**src/rtl/note_oscillator_pkg.sv**
```systemverilog
// Shared synth constants: sample rate, default waveform widths and the top-octave
// phase-increment ROM (MIDI notes 84..95 at 31.25 kHz, 20-bit phase).
package note_oscillator_pkg;

    localparam int unsigned SAMPLE_RATE     = 31250;
    localparam int unsigned DEF_BITDEPTH    = 14;
    localparam int unsigned DEF_BITFRACTION = 6;
    localparam int unsigned NOTE_W          = 7;
    localparam int unsigned INC_W           = 16;
    localparam int unsigned ROM_W           = 17;
    localparam int unsigned SEMI_W          = 4;

    // round(f * 2^20 / 31250) for the octave starting at MIDI note 84
    function automatic logic [ROM_W-1:0] note_rom(input logic [SEMI_W-1:0] semi);
        logic [ROM_W-1:0] val;
        case (semi)
            4'd0:    val = 17'd35115;
            4'd1:    val = 17'd37203;
            4'd2:    val = 17'd39415;
            4'd3:    val = 17'd41759;
            4'd4:    val = 17'd44242;
            4'd5:    val = 17'd46873;
            4'd6:    val = 17'd49660;
            4'd7:    val = 17'd52613;
            4'd8:    val = 17'd55741;
            4'd9:    val = 17'd59056;
            4'd10:   val = 17'd62567;
            4'd11:   val = 17'd66288;
            default: val = 17'd0;
        endcase
        return val;
    endfunction

endpackage

```
**src/rtl/midi_note_to_accumulator.sv**
```systemverilog
// Maps a MIDI note to a registered 16-bit phase increment: octave/semitone split,
// top-octave ROM lookup, right shift by octave distance, saturation to 65535.
module midi_note_to_accumulator
    import note_oscillator_pkg::*;
(
    input  logic              sample_clock,
    input  logic              rst,
    input  logic [NOTE_W-1:0] midi_note,
    output logic [INC_W-1:0]  increment
);

    logic [SEMI_W-1:0] octave;
    logic [SEMI_W-1:0] semi;
    logic [ROM_W-1:0]  rom_val;
    logic [ROM_W-1:0]  raw;
    logic [INC_W-1:0]  inc_next;

    // Octaves above 7 and the 17-bit ROM tail (note 95) both clamp to full scale
    always_comb begin
        octave   = SEMI_W'(midi_note / 7'd12);
        semi     = SEMI_W'(midi_note % 7'd12);
        rom_val  = note_rom(semi);
        raw      = rom_val >> (3'd7 - octave[2:0]);
        inc_next = raw[INC_W-1:0];
        if ((octave > 4'd7) || raw[ROM_W-1]) begin
            inc_next = {INC_W{1'b1}};
        end
    end

    always_ff @(posedge sample_clock or negedge rst) begin
        if (!rst) begin
            increment <= '0;
        end else begin
            increment <= inc_next;
        end
    end

endmodule

```
**src/rtl/note_oscillator.sv**
```systemverilog
// Single-voice tone source: one phase accumulator driven by the note increment,
// decoded into saw, triangle, pulse and sub-octave square outputs.
module note_oscillator
    import note_oscillator_pkg::*;
#(
    parameter int unsigned BITDEPTH    = DEF_BITDEPTH,
    parameter int unsigned BITFRACTION = DEF_BITFRACTION
) (
    input  logic                sample_clock,
    input  logic                rst,
    input  logic [NOTE_W-1:0]   midi_note,
    output logic [INC_W-1:0]    increment,
    output logic [BITDEPTH-1:0] saw,
    output logic [BITDEPTH-1:0] triangle,
    output logic [BITDEPTH-1:0] pulse,
    output logic [BITDEPTH-1:0] sub
);

    localparam int unsigned ACCW = BITDEPTH + BITFRACTION;
    localparam int unsigned SUMW = ACCW + 1;

    logic [ACCW-1:0]     phase;
    logic                toggle;
    logic [SUMW-1:0]     sum;
    logic [BITDEPTH-1:0] p;
    logic                m;

    midi_note_to_accumulator u_note_map (
        .sample_clock (sample_clock),
        .rst          (rst),
        .midi_note    (midi_note),
        .increment    (increment)
    );

    // Extra top bit of the sum is the wrap event that clocks the sub-octave toggle
    assign sum = {1'b0, phase} + SUMW'(increment);

    always_ff @(posedge sample_clock or negedge rst) begin
        if (!rst) begin
            phase  <= '0;
            toggle <= 1'b0;
        end else begin
            phase  <= sum[ACCW-1:0];
            toggle <= toggle ^ sum[ACCW];
        end
    end

    assign p = phase[ACCW-1:BITFRACTION];
    assign m = p[BITDEPTH-1];

    assign saw      = p;
    assign triangle = {p[BITDEPTH-2:0], 1'b0} ^ {BITDEPTH{m}};
    assign pulse    = {BITDEPTH{m}};
    assign sub      = {BITDEPTH{toggle}};

endmodule

```
**config.mk**
```make
export PLATFORM = sky130hd
export DESIGN_NAME = note_oscillator
export DESIGN_NICKNAME = d
export VERILOG_FILES = /design/src/rtl/note_oscillator_pkg.sv /design/src/rtl/midi_note_to_accumulator.sv /design/src/rtl/note_oscillator.sv
export SDC_FILE = /design/constraint.sdc
export NUM_CORES = 1
export LEC_CHECK = 0
export CAP_MARGIN = 10
export CORE_AREA = 2 2 102 104
export CTS_CLUSTER_SIZE = 28
export DETAILED_ROUTE_END_ITERATION = 6
export DIE_AREA = 0 0 104 106
export PLACE_DENSITY = 0.77
export SLEW_MARGIN = 20
export SYNTH_ARGS = -nofsm -noshare
export SYNTH_HDL_FRONTEND = slang
export SYNTH_SLANG_ARGS = --single-unit
```
**constraint.sdc**
```tcl
create_clock -name sample_clock -period 2.2 [get_ports sample_clock]
set_input_delay 0.22 -clock sample_clock [delete_from_list [all_inputs] [get_ports sample_clock]]
set_output_delay 0.22 -clock sample_clock [all_outputs]
set_load 0.01 [all_outputs]
```
Word-level counts from Yosys, hierarchy flattened. Memories as Yosys holds them, arrays and structs flattened. Index checks and enable logic that the tools add are counted. W data, S select, Z words.

Memories kept: 1. ROM bits: 272. Input bits: 9. Bits in registers: 37. Logic and storage cells: 14. Output and inout bits: 72.

Memory list: (no name shown) (words 16, bits a word 17, rd ports 1, clocked after Yosys merged registers in 0, write ports 0, RTL line note_oscillator_pkg.sv:16) `case (semi)`.

$lt $le $gt $ge: 1. Mux-type cells: 1. Shift-type cells: 1. Div/mod/pow operators: 2. Bitwise gates (word level): 2. Add/subtract/negate cells: 2. Reduce and logical (&&, ||, !) cells: 1.

Operators by type and width (number): $add A20 B16 Y21 (1); $shr A17 B3 Y17 (1); $mux W16 (1); $xor A14 B14 Y14 (1); $div A7 B4 Y7 const B (1); $mod A7 B4 Y7 const B (1); $gt A4 B3 Y1 const B (1); $sub A3 B3 Y3 const A (1); $logic_or A1 B1 Y1 (1); $xor A1 B1 Y1 (1).

Depth between registers and ports, before layout.
Depth in word-level cells: 5. Mapped depth: 11. Mapped depth without buffers: 10.

Cells and area by module. A second synthesis with hierarchy kept.

Cells, all modules: 628. Area, all modules: 4977.3 µm².

By module, submodules not included: midi_note_to_accumulator (area an instance 2880.3 µm², seq. area each 400.4 µm², instances 1, cells an instance 402); note_oscillator (area an instance 2097.0 µm², seq. area each 525.5 µm², instances 1, cells an instance 226).

Worst setup path before layout. Ideal clock, no wire load.

Path kind: input -> register. Start point: input midi_note[1]. End point: register u_note_map.increment[12]. Arrival: 2.280 ns. Slack: -0.206 ns. Cell stages on the path: 9. Setup time: 0.126 ns. Cells stage by stage: inv_1 ha_1 nor2b_1 a221o_1 o2bb2ai_1 o41ai_2 o22ai_2 a311o_1 a221o_1.

Longest elaborated chain between the ends: 5. Elaborated cells between the ends (all ways): 8.

Ends and longest elaborated chain: from (decl) (RTL line note_oscillator.sv:11) `input logic [NOTE_W-1:0] midi_note,`; $mod A7 B4 Y7 or $div A7 B4 Y7 (tied branches) (RTL line midi_note_to_accumulator.sv:21, midi_note_to_accumulator.sv:20); $mem_v2 Z16 W17 or $sub A3 B3 Y3 (tied branches); $shr A17 B3 Y17 (RTL line midi_note_to_accumulator.sv:23) `raw = rom_val >> (3'd7 - octave[2:0]);`; $logic_or A1 B1 Y1 (RTL line midi_note_to_accumulator.sv:25) `if ((octave > 4'd7) || raw[ROM_W-1]) begin`; $mux W16 * (RTL line midi_note_to_accumulator.sv:25); named net u_note_map.inc_next[12] (RTL line midi_note_to_accumulator.sv:16) `logic [INC_W-1:0] inc_next;`; to (signal assigned) (RTL line midi_note_to_accumulator.sv:34) `increment <= inc_next;`; to (decl) (RTL line midi_note_to_accumulator.sv:9) `output logic [INC_W-1:0] increment`.

Mark *: on every way through the listed nets, which the timed path passes. The rest lies on a longest branch.

Worst setup path in the final report.
Start point: input midi_note[2]. End point: register u_note_map.increment[1].

The elaborated chain is that of the path after synthesis.

==> impl_metrics.tcl <==
set metrics [dict create \
    outcome "finished, violations left" \
    violated_checks "setup timing" \
    cts_sinks 37 \
    critical_path_required_ns 2.37 \
    timing_max_transition_violations_final 0 \
    route.final.wire_length_um 19020 \
    fillCellCount 674 \
    design.final.nets 829 \
    m1_gr_usage 0.3609 \
    setup_viol_count_final 11 \
    worstPathArrival_ns 2.50 \
    post_cts_hold_buffer_count 0 \
    yosys.area.top_type_share 0.1915 \
    max_cap_viol_count 0 \
    dpl_cell_area_sq_um 6538 \
    wire_length_of_the_first_global_routing_pass_um 28300 \
    cts_tree "yes" \
    synth_area_per_cell_sq_um 8.139 \
    globalplace.congestion 1.034 \
    power.ir.vdd_worst_uv 777.1 \
    die-area_sq_um 11020 \
    groute.layer.met2.usage 0.5757 \
    async_flop_share 1.000 \
    finalInstanceArea_sq_um 7657 \
    critical_path_cell_sequence "buf_6 > buf_6 > or4b_4 > and3_4 > a22o_4 > buf_6 > a311oi_2 > buf_4 > mux2i_4 > mux2i_1 > o211ai_1" \
    coreArea_sq_um 10000 \
    rsz0062_at_grt "true" \
    floorplan.io_pins 81 \
    diodes 0 \
    cp-start-kind "input pin" \
    synth.cells.most_frequent "buf_4 (49), a21oi_1 (40), dfrtp_1 (37)" \
    grt.met3_usage 0.03679 \
    synth.area.top_cells "dfrtp_1 (19%), buf_4 (7.6%), ha_1 (5.7%)" \
    global_route.usage.total 0.3138 \
    first_element_of_the_critical_path "midi_note[2]" \
    cts_buffers 5 \
    cts.path.max_buffers 2 \
    worst-slew-pin-transition_ns 0.8319 \
    detail_route.first_pass.iterations 7 \
    ant_nets 0 \
    detailed_placement_wirelength_estimate_um 13360 \
    crit_type "input pin to register" \
    max-slew-margin-rel 0.4454 \
    grt_antenna_before_repair 0 \
    cell_type_contributing_the_most_total_cell_area_after_synthesis "dfrtp_1" \
    yosys_register_bits 37 \
    holdCritPathClass "input pin to async pin" \
    starting_density_of_the_core 0.4835 \
    die_y_um 106 \
    grt.overflow.total 0 \
    timing.final.ws_setup_ns -0.1365 \
    netlist_instances 594 \
    drive_above_1_share 0.4261 \
    grt_busiest_layer "met2" \
    yosys.cell_count.top_type "buf_4" \
    syn-num-nets 626 \
    vias_in_the_first_global_route 5661 \
    chipWidth_um 104 \
    worst_path_largest_cell_delay_ns 0.58 \
    clkLatencyLatePin_ns 0.30 \
    synthesis.area_sq_um 4835 \
    p_total_mw 7.536 \
    reg2reg_from "phase[8]" \
    timing.critical_path.slowest_stage_cell "or4b_4" \
    fin_worst_skew_ns 0.01103 \
    clk_root_buffer_cell "clkbuf_8" \
    grt_max_degree 38 \
    via_count 5844 \
    crit_top_cell "buf_6" \
    worst_setup_path_end_kind "register" \
    final_critical_path_required_period_ns 2.337 \
    synth.yosys.seq_area_share 0.1915 \
    wire_per_inst_um 20.37 \
    hold_viol_final 0 \
    number_of_drc_markers_after_the_initial_detailed_route_iteration 423 \
    detailedPlace.worstSlack_ns -0.9549 \
    syn2layout_area_growth_pct 58.39 \
    fp-row-count 37 \
    path_max_fanout 7 \
    leakagePower_nw 3.289 \
    fmax_mhz 428.0 \
    pwr_density_cell_nw_per_um2 984.2 \
    synth_warnings 0 \
    ys_types 93 \
    h-tree-depth 2 \
    count_of_flip_flops_with_a_built_in_enable_after_synthesis 0 \
    synth_flop_cell "dfrtp_1" \
    detail_route.drc_violations 0 \
    clkSlewWorstSetupHoldPaths_ns 0.08 \
    route.detailed.vias_per_inst 6.257 \
    layout_worst_path_cycle_share 1.062 \
    portBuffers 80 \
    fin_worst_hold_slack_ns 0.01318 \
]
## sequential cells by signal, indices dropped and copies added, names as in the netlist
name                  cells
phase                    20
u_note_map.increment     16
toggle                    1
## critical path, delay by kind of cell
family	cells	cell delay [ns]
AO/OA/AOI/OAI	3	0.70
AND/OR/NAND/NOR	2	0.82
buffers and inverters	4	0.52
multiplexers	2	0.22
## routing by layer
| metal | wire [um] | up-vias |
|---|---|---|
| met5 | 0 | - |
| met4 | 1115 | 0 |
| met3 | 1191 | 102 |
| met2 | 9356 | 350 |
| met1 | 7360 | 2776 |
| li1 | - | 2616 |
## power by group
part           switching, mW  total [mW]  leakage (nW)  internal, mW
Clock                  0.256       0.510        0.0512         0.254
Sequential             0.277        1.23         0.420         0.957
Combinational           2.81        5.79          2.82          2.98
## through the flow
step                      std cells  TNS, ns    util
after floorplan                 594  -0.1884       -
after global placement          883   -12.49  0.6538
after detailed placement        883   -13.19  0.6538
after CTS                       924  -0.1858  0.7215
after global routing            934   -1.318  0.7658
final                           934  -0.5693  0.7658
## path summary, 6_finish.rpt
kind                                            end  slack [ns]  depth (start not counted)
min                                        phase[5]        0.01                          1
min reg2reg                                phase[0]        0.52                          1
min in group sample_clock  u_note_map.increment[15]        0.37                          3
max                         u_note_map.increment[1]       -0.14                         11
max reg2reg                               phase[18]       -0.02                          8
max in group asynchronous  u_note_map.increment[15]        1.64                          1
## cell families after synthesis
kind of cell    share of synthesized area
compound gates                     0.3307
fa+ha+maj                         0.06108
xor+xnor                          0.06496
flops                              0.1915
mux                               0.03468
buf+inv                            0.1273
simple gates                       0.1897
## what timing repair did
action                                  4_1_cts  5_1_grt
resized for setup                            91       79
endpoints found under the setup margin       26       27
pin swaps                                    37       55
cloned                                        3        0
endpoints found under the hold margin         0        0
buffers inserted                             30       17
## layout by cell type, fill, tap and decap left out, types with 8 or more instances in the layout
cell             Yosys  final
o21ai_2              0      9
a21o_1              10     10
ha_1                22     15
mux2i_1             13     10
clkdlybuf4s50_1      0     72
nand2_1             27     25
nor3_1              18     14
o21ai_0             31     22
buf_6                2     26
xor2_1              20     19
a21oi_1             40     34
inv_1               18     16
buf_4               49    180
o22ai_1             11      9
nor2_1              26     25
nand2b_1             9      8
dfrtp_1             37     37
xnor2_1             14     12
## final cells by class
cell class,instances,area (sq um),share of cell area
timing repair buffer,284,2425,0.3167
multi-input combinational,450,3965,0.5178
sequential,37,925.9,0.1209
clock inverter,2,13.76,0.001797
clock buffer,6,82.58,0.01078
inverter,19,75.07,0.009804
tap,136,170.2,0.02222
(Power assumes the default switching activity.)
